`src/rtl/dma_arb_pkg.sv`:
```
// Shared types and default sizing for the DMA channel arbiter.
package dma_arb_pkg;

    typedef enum logic [1:0] {
        ST_IDLE    = 2'd0,
        ST_REQUEST = 2'd1,
        ST_GRANT   = 2'd2
    } arb_state_e;

    localparam int DEF_NUM_CH         = 4;
    localparam int DEF_TIMEOUT_CYCLES = 255;

endpackage

```
`src/rtl/dma_channel_arbiter_if.sv`:
```
// Request/grant signal bundle between the DMA channels, the CPU hold handshake and the arbiter.
interface dma_channel_arbiter_if #(
    parameter int NUM_CH = 4
);
    localparam int ID_W = $clog2(NUM_CH);

    logic [NUM_CH-1:0] dreq;
    logic [NUM_CH-1:0] sw_req;
    logic [NUM_CH-1:0] mask;
    logic              rotating_priority;
    logic              sense_dreq;
    logic              sense_dack;
    logic              dma_disable;
    logic              hlda;
    logic              hrq;
    logic [NUM_CH-1:0] dack;
    logic [ID_W-1:0]   req_id;
    logic              valid_req_id;
    logic [NUM_CH-1:0] pending_req;
    logic              timeout;

    modport master (
        output dreq, sw_req, mask, rotating_priority, sense_dreq, sense_dack, dma_disable, hlda,
        input  hrq, dack, req_id, valid_req_id, pending_req, timeout
    );

    modport slave (
        input  dreq, sw_req, mask, rotating_priority, sense_dreq, sense_dack, dma_disable, hlda,
        output hrq, dack, req_id, valid_req_id, pending_req, timeout
    );

endinterface

```
`src/rtl/dma_rr_pick.sv`:
```
// Combinational winner select: lowest index in fixed mode, round-robin after the last grant in rotating mode.
module dma_rr_pick #(
    parameter int  NUM_CH = 4,
    localparam int ID_W   = $clog2(NUM_CH)
) (
    input  logic [NUM_CH-1:0] i_valid_req,
    input  logic [ID_W-1:0]   i_least_priority,
    input  logic              i_rotating_priority,
    output logic [ID_W-1:0]   o_winner
);

    logic [ID_W-1:0] w_base;
    logic [ID_W-1:0] w_idx;

    always_comb begin
        w_base   = i_rotating_priority ? i_least_priority + ID_W'(1) : '0;
        w_idx    = '0;
        o_winner = '0;
        // Walk from the farthest candidate back to w_base so the nearest valid channel is written last;
        // the index wraps for free because NUM_CH is a power of two.
        for (int k = NUM_CH - 1; k >= 0; k--) begin
            w_idx = w_base + ID_W'(k);
            if (i_valid_req[w_idx]) o_winner = w_idx;
        end
    end

endmodule

```
`src/rtl/dma_channel_arbiter.sv`:
```
// DMA channel arbiter: qualifies requests, runs the Hrq/Hlda handshake and decodes Dack.
// Define ARB_HLDA_TIMEOUT_EN to abort a request whose Hlda does not arrive within TIMEOUT_CYCLES.
module dma_channel_arbiter
    import dma_arb_pkg::*;
#(
    parameter int  NUM_CH         = DEF_NUM_CH,
    parameter int  TIMEOUT_CYCLES = DEF_TIMEOUT_CYCLES,
    localparam int ID_W           = $clog2(NUM_CH)
) (
    input logic                  i_clock,
    input logic                  i_reset,
    dma_channel_arbiter_if.slave bus
);

    arb_state_e        r_state;
    arb_state_e        w_next_state;
    logic [ID_W-1:0]   r_req_id;
    logic [ID_W-1:0]   r_least_pri;
    logic [ID_W-1:0]   w_winner;
    logic [NUM_CH-1:0] r_pending;
    logic [NUM_CH-1:0] w_valid_req;
    logic [NUM_CH-1:0] w_onehot;
    logic              w_start;
    logic              w_grant_active;
    logic              w_expire;

    assign w_valid_req = ((bus.dreq ^ {NUM_CH{bus.sense_dreq}}) | bus.sw_req) & ~bus.mask;
    assign w_start     = (|w_valid_req) & ~bus.hlda & ~bus.dma_disable & ~i_reset;

    dma_rr_pick #(.NUM_CH(NUM_CH)) u_pick (
        .i_valid_req         (w_valid_req),
        .i_least_priority    (r_least_pri),
        .i_rotating_priority (bus.rotating_priority),
        .o_winner            (w_winner)
    );

`ifdef ARB_HLDA_TIMEOUT_EN
    logic [15:0] r_to_cnt;
    logic        r_timeout;

    assign w_expire = (r_state == ST_REQUEST) && !bus.hlda && (r_to_cnt == 16'(TIMEOUT_CYCLES - 1));

    always_ff @(posedge i_clock) begin
        if (i_reset) begin
            r_to_cnt  <= '0;
            r_timeout <= 1'b0;
        end else begin
            r_timeout <= w_expire;
            if (r_state == ST_IDLE && w_start)
                r_to_cnt <= '0;
            else if (r_state == ST_REQUEST && !bus.hlda)
                r_to_cnt <= r_to_cnt + 16'd1;
        end
    end

    assign bus.timeout = r_timeout;
`else
    assign w_expire    = 1'b0;
    assign bus.timeout = 1'b0;
`endif

    // NOTE: registers use non-blocking assignments so every flop samples pre-edge values,
    // independent of the order the simulator runs these processes.
    always_ff @(posedge i_clock) begin
        if (i_reset) begin
            r_state     <= ST_IDLE;
            r_req_id    <= '0;
            r_least_pri <= ID_W'(NUM_CH - 1);
            r_pending   <= '0;
        end else begin
            r_state   <= w_next_state;
            r_pending <= w_valid_req;
            if (r_state == ST_IDLE && w_start)
                r_req_id <= w_winner;
            // A timed-out request never reaches this load, so rotation only advances on real grants.
            if (r_state == ST_REQUEST && bus.hlda && bus.rotating_priority)
                r_least_pri <= r_req_id;
        end
    end

    // NOTE: every output of this block gets a default first, so no path can infer a latch.
    always_comb begin
        w_next_state     = r_state;
        bus.hrq          = 1'b0;
        bus.valid_req_id = 1'b0;
        w_grant_active   = 1'b0;
        case (r_state)
            ST_IDLE: begin
                bus.valid_req_id = w_start;
                if (w_start) w_next_state = ST_REQUEST;
            end
            ST_REQUEST: begin
                bus.hrq          = 1'b1;
                bus.valid_req_id = 1'b1;
                w_grant_active   = bus.hlda;
                if (bus.hlda)
                    w_next_state = ST_GRANT;
                else if (w_expire)
                    w_next_state = ST_IDLE;
            end
            ST_GRANT: begin
                bus.hrq          = bus.hlda;
                bus.valid_req_id = bus.hlda;
                w_grant_active   = bus.hlda;
                if (!bus.hlda) w_next_state = ST_IDLE;
            end
            default: w_next_state = ST_IDLE;
        endcase
        if (i_reset) begin
            bus.hrq          = 1'b0;
            bus.valid_req_id = 1'b0;
            w_grant_active   = 1'b0;
        end
    end

    assign w_onehot        = w_grant_active ? (NUM_CH'(1) << r_req_id) : '0;
    assign bus.dack        = bus.sense_dack ? w_onehot : ~w_onehot;
    assign bus.req_id      = r_req_id;
    assign bus.pending_req = r_pending;

endmodule

```
`src/flat_wrapper.sv`:
```
// flat-port wrapper written by rule: the top's interface ports become plain ports
module dma_channel_arbiter_flat import dma_arb_pkg::*;
#(
    parameter int  NUM_CH         = DEF_NUM_CH,
    parameter int  TIMEOUT_CYCLES = DEF_TIMEOUT_CYCLES,
    localparam int ID_W           = $clog2(NUM_CH)
)
  (i_clock, i_reset, bus_dreq, bus_sw_req, bus_mask, bus_rotating_priority, bus_sense_dreq, bus_sense_dack, bus_dma_disable, bus_hlda, bus_hrq, bus_dack, bus_req_id, bus_valid_req_id, bus_pending_req, bus_timeout);
  dma_channel_arbiter_if #(.NUM_CH(NUM_CH)) bus_i ();
  input logic i_clock;
  input logic i_reset;
  input wire logic [$bits(bus_i.dreq)-1:0] bus_dreq;
  input wire logic [$bits(bus_i.sw_req)-1:0] bus_sw_req;
  input wire logic [$bits(bus_i.mask)-1:0] bus_mask;
  input wire logic [$bits(bus_i.rotating_priority)-1:0] bus_rotating_priority;
  input wire logic [$bits(bus_i.sense_dreq)-1:0] bus_sense_dreq;
  input wire logic [$bits(bus_i.sense_dack)-1:0] bus_sense_dack;
  input wire logic [$bits(bus_i.dma_disable)-1:0] bus_dma_disable;
  input wire logic [$bits(bus_i.hlda)-1:0] bus_hlda;
  output wire logic [$bits(bus_i.hrq)-1:0] bus_hrq;
  output wire logic [$bits(bus_i.dack)-1:0] bus_dack;
  output wire logic [$bits(bus_i.req_id)-1:0] bus_req_id;
  output wire logic [$bits(bus_i.valid_req_id)-1:0] bus_valid_req_id;
  output wire logic [$bits(bus_i.pending_req)-1:0] bus_pending_req;
  output wire logic [$bits(bus_i.timeout)-1:0] bus_timeout;
  assign bus_i.dreq = bus_dreq;
  assign bus_i.sw_req = bus_sw_req;
  assign bus_i.mask = bus_mask;
  assign bus_i.rotating_priority = bus_rotating_priority;
  assign bus_i.sense_dreq = bus_sense_dreq;
  assign bus_i.sense_dack = bus_sense_dack;
  assign bus_i.dma_disable = bus_dma_disable;
  assign bus_i.hlda = bus_hlda;
  assign bus_hrq = bus_i.hrq;
  assign bus_dack = bus_i.dack;
  assign bus_req_id = bus_i.req_id;
  assign bus_valid_req_id = bus_i.valid_req_id;
  assign bus_pending_req = bus_i.pending_req;
  assign bus_timeout = bus_i.timeout;
  dma_channel_arbiter #(.NUM_CH(NUM_CH), .TIMEOUT_CYCLES(TIMEOUT_CYCLES)) u_core (.i_clock(i_clock), .i_reset(i_reset), .bus(bus_i));
endmodule
```
`config.mk`:
```
export PLATFORM = sky130hd
export DESIGN_NAME = dma_channel_arbiter_flat
export DESIGN_NICKNAME = d
export VERILOG_FILES = /design/src/rtl/dma_arb_pkg.sv /design/src/rtl/dma_channel_arbiter_if.sv /design/src/rtl/dma_rr_pick.sv /design/src/rtl/dma_channel_arbiter.sv /design/src/flat_wrapper.sv
export SDC_FILE = /design/constraint.sdc
export NUM_CORES = 1
export LEC_CHECK = 0
export ABC_AREA = 1
export CAP_MARGIN = 15
export CORE_MARGIN = 2
export CORE_UTILIZATION = 44
export DETAILED_ROUTE_END_ITERATION = 7
export GPL_TIMING_DRIVEN = 0
export MAX_ROUTING_LAYER = met4
export PLACE_DENSITY = 0.78
export SYNTH_ARGS = -nofsm -noshare
export SYNTH_HDL_FRONTEND = slang
export SYNTH_SLANG_ARGS = --single-unit
```
`constraint.sdc`:
```
create_clock -name i_clock -period 2.25 [get_ports i_clock]
set_clock_uncertainty 0.15 [all_clocks]
set_input_delay 0.225 -clock i_clock [delete_from_list [all_inputs] [get_ports i_clock]]
set_output_delay 0.225 -clock i_clock [all_outputs]
set_load 0.01 [all_outputs]
```
==> results of run 1 <==
metal layers:
layer / wire length, um / share of wire / vias to the layer above / track usage
met4: 9 / 0.0043 / 0 / 0.0143
li1: - / - / 498 / -
met3: 123 / 0.058 / 2 / 0.0648
met2: 1030 / 0.49 / 20 / 0.333
met5: 0 / 0 / - / -
met1: 943 / 0.45 / 416 / 0.207
stage by stage:
stage / power [mW] / area, um2 / hold slack [ps] / TNS, ps
final: 0.724 / 1270 / 53.1 / 0
after global routing: 0.784 / 1270 / 58.0 / 0
after CTS: 0.713 / 1250 / 47.5 / 0
after detailed placement: 0.543 / 1200 / 316 / -1130
after global placement: 0.531 / 1200 / 312 / -872
after floorplan: 0.425 / 876 / 266 / 0
layout by cell type (no fill, tap or decap), types with 2 or more instances in the layout:
cell              n
a21oi_1           6
clkbuf_4          3
inv_2             5
dfxtp_1           8
nor3_1            2
nand3_2           4
clkbuf_2          3
ha_1              6
nor2_1            6
nand4_1           2
nand3b_2          2
buf_4             5
nand3_1          15
xor2_1            4
clkdlybuf4s50_1  23
nand2_2           9
o211ai_1          2
nand2_1          30
o21ai_0           2
inv_1            18
state kept, by name, summed over array words and instances, names as in the netlist:
signal	count
u_core.bus.pending_req	4
u_core.bus.req_id	2
u_core.r_least_pri	2
u_core.r_state	2
worst max-delay path by stage:
stage	from	slack, ps	endpoint
6_report	u_core.r_state[0]$_SDFFE_PP0P_	110	bus_hrq
3_3_place_gp	bus_sense_dreq	-360	bus_valid_req_id
4_1_cts	u_core.r_state[0]$_SDFFE_PP0P_	40	bus_dack[1]
2_1_floorplan	u_core.r_state[0]$_SDFFE_PP0P_	460	bus_dack[0]
5_1_grt	u_core.r_state[0]$_SDFFE_PP0P_	2	bus_dack[2]
3_5_place_dp	bus_sense_dreq	-370	bus_valid_req_id
worst max-delay path, stage by stage, from the launching register on:
cell and delay (ps):
dfxtp_4 370, inv_2 60, ha_1 280, inv_1 70, nor3_1 180, clkdlybuf4s50_1 550
power breakdown:
part | switching, mW | internal (mW) | leakage [nW]
Clock | 0.0591 | 0.0982 | 0.0210
Sequential | 0.0240 | 0.206 | 0.0831
Combinational | 0.190 | 0.146 | 0.513
Total | 0.274 | 0.450 | 0.617
cell type report:
class,count,area share
plain buffers,2,0.0118
flip-flops and latches,10,0.161
multi-input cells,99,0.472
clock buffers,4,0.0285
well taps,27,0.0265
repair buffers,32,0.229
inverters,24,0.0717
timing repair:
action / in CTS / in global routing
buffers inserted: 0 / 3
gates resized for setup: 13 / 14
pin swaps: 1 / 6
hold buffers: 0 / 0
endpoints found under the setup margin: 5 / 6
logic make-up after synthesis:
group	share of synthesized area
simple gates	0.419
buf+inv	0.121
compound gates	0.101
flops	0.229
fa+ha+maj	0.0857
xor+xnor	0.0400
other cells	0.00428
==> impl_results.md, run 1 <==
* Run status: finished, final reports clean
* Post-synth top flop: dfxtp_1
* Vias in the first global route at 855
* IO Port Bufs at 29
* Total CTS buffers at 3
* CP max FO at 4
* Vias per inst at 4.73
* Worst endpoint data arrival time at 1770 ps
* Non-Filler Instances at 198
* Peak VDD IR at 0.000647 V
* Reg clk slew, reported paths at 60 ps
* Reg2reg setup slack at 700 ps
* Initial antenna violation count at 0
* Seq/Total Area, Yosys at 0.229
* DRT iter0 DRCs at 10
* First-pass GRT wire length at 3.44 mm
* WL/cell at 10.6 um
* Req. time, crit path at 1880 ps
* Largest net degree at the start of global routing at 11
* Multi-input gate area at 601 um2
* Count of clock tree sinks at 10
* DRC viols at 0
* Count of cell types in the netlist at 26
* Min-Delay Path Depth at 2
* R2R depth at 11
* Crit start category: flop
* Endpoints failing hold at 0
* Synth cell count leaders: 30 x nand2_1, 20 x inv_1, 18 x nand3_1
* DRT Wirelength at 2.11 mm
* Setup ws final at 107 ps
* Area share of the largest cell type after synthesis at 0.229
* R2R Path End: u_core.bus.req_id[0]$_SDFFE_PP0P_
* Worst Hold Endpoint: u_core.bus.req_id[0]$_SDFFE_PP0P_
* P per Cell Area at 568 nW/um2
* DP HPWL at 1.67 mm
* Critical path endpoint category: primary output
* Clock tree root buffer cell: clkbuf_4
* Layout Area Growth over Synthesis at 45.4%
* Die Span X at 48.6 um
* Post-DRT Antenna Nets at 0
* Number of H-tree levels at 1
* Die H at 48.6 um
* YS warnings at 0
* Max clock buf depth at 2
* Drt pass-1 iters at 4
* Rows at 16
* Layout Utilization at 0.663
* R2r startpoint: u_core.r_least_pri[0]$_SDFFE_PP1P_
* Syn Std Cell Area at 876 um2
* Top-level I/O count at 32
* Max-Cap Viols at 0
* Placed cells at 191
* Synth Register Bits at 10
* Die area at 2360 um2
* Final setup fails at 0
* Total vias in the final route at 936
* Min-delay src: i_reset
* Post-synth ARST share at 0
* Diodes inserted at 0
* Number of synthesized flops with an enable pin at 0
* Grt ovf at 0
* Gr usage total at 0.186
* Area of the core at 1920 um2
* Max Freq at 467 MHz
* Fillcell total at 169
* Placer congestion estimate at 0.859
* Nets@finish at 197
* Static leakage at 0.617 nW
* Synth area leaders: dfxtp_1 23%, nand2_1 13%, nand3_1 10%
* Slew Limit Fails at 0
* Fin crit period at 2140 ps
* Hold/Removal Path Class: in2reg
* Post-Syn Nets at 160
* Period utilisation layout at 0.952
* Leading area contributor after synthesis: dfxtp_1
* Post-Syn Instances at 135
* Pre-CTS WS at -372 ps
* Initial Utilization at 0.456
* FF/Latch Area at 205 um2
* Skew-Pair Late Insertion Delay at 260 ps
* Crit Path Category: reg2out
* Count leader, synth: nand2_1
* CTS tree: built
* RSZ-0062 raised after global routing: no
* Ratio of cells with drive above 1 in the final layout at 0.246
* Syn avg cell area at 6.49 um2
No activity file was read; power rests on OpenSTA's default activity.
==> run 2: changes to the inputs <==
- clock period: 2.25 -> 2.2 ns (I/O delays scaled with it)
==> run 2 against run 1 <==
  * Sequential share of layout area is essentially flat
  * Critical path depth up 2
  * Die area stayed put
  * Highest routed layer unchanged
  * Total power is 2.1% higher
  * Largest power group unchanged
  * Hold slack worse by 5.3 ps
  * Via count is 0.75% higher
  * Combinational power rose by 2%
==> impl_results.md, run 2 (synthesis results as in run 1) <==
* Vias per inst at 4.79
* Setup TNS at 0 ps
* Clock tree root buffer cell: clkbuf_4
* Post-DRT Antenna Nets at 0
* Total CTS buffers at 3
* Period utilisation layout at 0.946
* Fin crit period at 2080 ps
* DRT iter0 DRCs at 8
* Commonest non-fill, non-tap cell in the layout: nand2_1
* Hold/Removal Path Class: in2reg
* Ratio of cells with drive above 1 in the final layout at 0.253
* P per Cell Area at 581 nW/um2
* Diodes inserted at 0
* DRT Wirelength at 2.07 mm
* Vias in the first global route at 855
* Count of clock tree sinks at 10
* Max reg flops at 4
* Drt pass-1 iters at 4
* Crit start category: flop
* Crit Path Category: reg2out
* Post-layout power at 739 uW
* Area of the core at 1920 um2
* Slew Limit Fails at 0
* Initial Utilization at 0.456
* Max Freq at 480 MHz
* Grt ovf at 0
* WL/cell at 10.5 um
* Critical path endpoint category: primary output
* Largest net degree at the start of global routing at 11
* DP HPWL at 1.67 mm
* Worst endpoint data arrival time at 1710 ps
* Final setup fails at 0
* Run status: finished, final reports clean
* CP max FO at 4
* Hold-fix buffer count after cts at 0
* Rows at 16
* Endpoints failing hold at 0
* Gr usage total at 0.186
* Skew-Pair Late Insertion Delay at 260 ps
* Peak VDD IR at 0.000646 V
* Req. time, crit path at 1830 ps
* Top-level I/O count at 32
* Max-Cap Viols at 0
* Total vias in the final route at 943
* Layout Utilization at 0.661
* First-pass GRT wire length at 3.44 mm
* CTS tree: built
* Max clock buf depth at 2
* Initial antenna violation count at 0
* Die H at 48.6 um
* Placer congestion estimate at 0.859
* RSZ-0062 raised after global routing: yes
* Reg clk slew, reported paths at 60 ps
* IO Port Bufs at 29
* Nets@finish at 196
* Number of H-tree levels at 1
* Final instance area at 1270 um2
* Die area at 2360 um2
* Placed cell area at 1200 um2
* Static leakage at 0.616 nW
* Die Span X at 48.6 um
* Commonest cells after routing, fill and taps aside: 30 x nand2_1, 22 x clkdlybuf4s50_1, 18 x inv_1, 14 x nand3_1, 9 x nand2_2
* Layout Area Growth over Synthesis at 45.1%
* DRC viols at 0
-- run 2: changes by cell type in the layout (fill, tap and decap cells not counted) --
| cell | delta |
|---|---|
| buf_2 | -1 |
| buf_4 | -1 |
| clkbuf_2 | +1 |
| clkdlybuf4s15_1 | -1 |
| clkdlybuf4s15_2 | +1 |
| clkdlybuf4s50_1 | -1 |
| dlygate4sd2_1 | +1 |
| nand3_1 | -1 |
| nand3_2 | +1 |
-- run 2: where the power goes --
group	switching [mW]	leakage, nW	internal (mW)
logic	0.194	0.511	0.149
clock network	0.0599	0.0210	0.100
registers	0.0245	0.0831	0.210
total	0.279	0.616	0.460
-- run 2: worst max-delay path, cell delays in order (launching register included) --
cell	delay [ps]
dfxtp_4	370
inv_2	60
ha_1	280
inv_1	70
nor3_4	260
nand3_2	100
xor2_1	160
clkbuf_2	160
-- run 2: path summary, 6_finish.rpt --
| kind | startpoint | end | cells past startpoint | slack (ps) |
|---|---|---|---|---|
| setup / recovery | u_core.r_state[0]$_SDFFE_PP0P_ | bus_dack[1] | 7 | 120 |
| setup reg to reg | u_core.r_least_pri[0]$_SDFFE_PP1P_ | u_core.bus.req_id[0]$_SDFFE_PP0P_ | 11 | 650 |
| hold reg to reg | u_core.r_state[1]$_SDFFE_PP0P_ | u_core.r_state[1]$_SDFFE_PP0P_ | 2 | 390 |
| hold / removal | i_reset | u_core.bus.req_id[0]$_SDFFE_PP0P_ | 2 | 50 |
-- run 2: layer usage --
metal,routed length [um],share of wire,GRT usage
met2,1020,0.49,0.333
met3,136,0.066,0.0648
met5,0,0,-
met1,904,0.44,0.207
met4,9,0.0043,0.0143
-- run 2: what timing repair did --
| item | 4_1_cts | 5_1_grt |
|---|---|---|
| setup endpoints to repair | 6 | 5 |
| gates resized for setup | 15 | 14 |
| setup buffers | 0 | 2 |
| pin swaps | 1 | 5 |
-- run 2: final cells by class --
| cell class | instances | area [um2] |
|---|---|---|
| fillers | 170 | 651 |
| multi-input cells | 99 | 606 |
| repair buffers | 31 | 284 |
| flip-flops and latches | 10 | 205 |
| inverters | 24 | 91.3 |
| clock buffers | 4 | 36.3 |
| well taps | 27 | 33.8 |
| plain buffers | 2 | 15.0 |
-- run 2: metrics by stage --
| stage | hold slack (ps) | cells | setup WS (ps) |
|---|---|---|---|
| 2_1_floorplan | 261 | 135 | 417 |
| 3_3_place_gp | 307 | 191 | -401 |
| 3_5_place_dp | 311 | 191 | -412 |
| 4_1_cts | 42.5 | 195 | 26.0 |
| 5_1_grt | 53.0 | 197 | -54.5 |
| 6_report | 47.9 | 197 | 118 |
==> run 3: changes to the inputs <==
- CORE_MARGIN: 2 -> 3
==> run 3 against run 2 <==
  * Clock power shrank 24%
  * Worst setup slack got worse by 87 ps
  * Register-to-register slack worse by 70 ps
  * Hold slack improved by 8.0 ps
  * Maximum frequency fell by 4.0%
  * Flip-flop and latch count is the same
  * Die area up 8.4%
==> impl_results.md, run 3 (synthesis results as in run 1) <==
* Placed cells at 189
* Switch Pwr at 281 uW
* Gr usage total at 0.180
* Switching share of power at 0.398
* Clock tree root buffer cell: clkbuf_4
* Critical path endpoint category: primary output
* Peak VDD IR at 0.000429 V
* DP HPWL at 1.75 mm
* Period utilisation layout at 0.986
* Static leakage at 0.614 nW
* DRT iter0 DRCs at 35
* Worst Path Buf+Inv at 3
* Max clock buf depth at 2
* R2r startpoint: u_core.r_least_pri[0]$_SDFFE_PP1P_
* Fin crit period at 2170 ps
* Area of the core at 1800 um2
* Layout Area Growth over Synthesis at 44.1%
* Final instance area at 1260 um2
* Placed cell area at 1200 um2
* Register share of total power at 0.333
* Drt pass-1 iters at 4
* Worst endpoint data arrival time at 1800 ps
* Die H at 50.6 um
* Reg2reg setup slack at 580 ps
* Final setup fails at 0
* Post-DRT Antenna Nets at 0
* Slew Limit Fails at 0
* R2R Path End: u_core.bus.req_id[0]$_SDFFE_PP0P_
* Max Freq at 461 MHz
* Vias in the first global route at 827
* Grt ovf at 0
* Endpoints failing hold at 0
* WL/cell at 11.5 um
* Skew-Pair Late Insertion Delay at 260 ps
* Total vias in the final route at 996
* Count of clock tree sinks at 10
* Ratio of cells with drive above 1 in the final layout at 0.241
* Reg clk slew, reported paths at 60 ps
* CP max stage cell: dfxtp_4
* CP max FO at 4
* Rows at 15
* Worst Hold Endpoint: u_core.bus.req_id[0]$_SDFFE_PP0P_
* Commonest cells after routing, fill and taps aside: 30 x nand2_1, 22 x clkdlybuf4s50_1, 18 x inv_1, 15 x nand3_1, 9 x nand2_2
* CTS tree: built
* Hold/Removal Path Class: in2reg
* Max reg flops at 4
* Internal Power at 426 uW
* P per Cell Area at 560 nW/um2
* Diodes inserted at 0
* Crit Path Category: reg2out
* Non-Filler Instances at 195
* Initial antenna violation count at 0
* Min-delay src: i_reset
* DRC viols at 0
* Placer congestion estimate at 0.842
* RSZ-0062 raised after global routing: yes
* Critical path, cell by cell: inv_2, ha_1, inv_1, nor3_4, nand3_1, xor2_1, clkdlybuf4s15_1
* Number of H-tree levels at 1
* Vias per inst at 5.11
* Clk pwr share at 0.173
* Largest net degree at the start of global routing at 11
* Die Span X at 50.6 um
* Min-Delay Path Depth at 2
* Combinational share of power at 0.494
* Critical path's top delay family: buffers and inverters
* Hold-fix buffer count after cts at 0
* Setup TNS at 0 ps
* Initial Utilization at 0.486
* Commonest non-fill, non-tap cell in the layout: nand2_1
* R2R depth at 11
* Run status: finished, final reports clean
* First-pass GRT wire length at 3.49 mm
* Die area at 2560 um2
* CP startpoint: u_core.r_state[0]$_SDFFE_PP0P_
* IO Port Bufs at 29
* Top-level I/O count at 32
* Total CTS buffers at 3
* Max-Cap Viols at 0
* Nets@finish at 197
* Req. time, crit path at 1830 ps
* Slowest stage delay, CP at 370 ps
* Crit start category: flop
* DRT Wirelength at 2.25 mm
* Post-layout power at 707 uW
run 3: changes by cell type in the layout (fill, tap and decap cells not counted), sizes merged:
cell | before | now
clkdlybuf4s15 | 1 | 2
buf | 4 | 5
clkbuf | 8 | 6
run 3: worst max-delay path by stage:
stage	to	cells after the start	slack [ps]
final	bus_dack[0]	7	30
after global routing	bus_dack[2]	8	-90
after CTS	bus_dack[3]	7	40
after detailed placement	bus_valid_req_id	9	-480
after global placement	bus_valid_req_id	9	-380
after floorplan	bus_dack[0]	6	420
run 3: power by group through the flow:
stage / logic [mW] / registers [mW] / clock network [mW]
2_1_floorplan: 0.204 / 0.230 / 0
3_5_place_dp: 0.322 / 0.231 / 0
6_report: 0.350 / 0.236 / 0.122
4_1_cts: 0.330 / 0.228 / 0.126
5_1_grt: 0.392 / 0.239 / 0.131
3_3_place_gp: 0.314 / 0.229 / 0
run 3: cell type report:
| type | count | area (um2) |
|---|---|---|
| clock buffers | 3 | 22.5 |
| fillers | 170 | 539 |
| flip-flops and latches | 10 | 205 |
| well taps | 25 | 31.3 |
| inverters | 24 | 91.3 |
| multi-input cells | 99 | 601 |
| repair buffers | 32 | 297 |
| plain buffers | 2 | 15.0 |
run 3: layer usage:
metal	global-route usage	up-vias	wire, um
li1	-	502	-
met1	0.214	453	930
met2	0.311	35	1170
met3	0.0564	6	110
met4	0.0135	0	37
met5	-	-	0
run 3: stage by stage:
stage | hold slack (ps) | utilization | setup WS, ps
finish | 55.9 | 0.701 | 31.5
global route | 65.0 | 0.701 | -87.3
CTS | 56.1 | 0.686 | 36.5
detailed placement | 312 | 0.665 | -478
global placement | 310 | 0.665 | -382
floorplan | 261 | - | 417
run 3: repair_timing:
action	in CTS	in global routing
buffers inserted	0	3
resized for setup	15	13
endpoints found under the setup margin	6	5
pin swaps	1	2
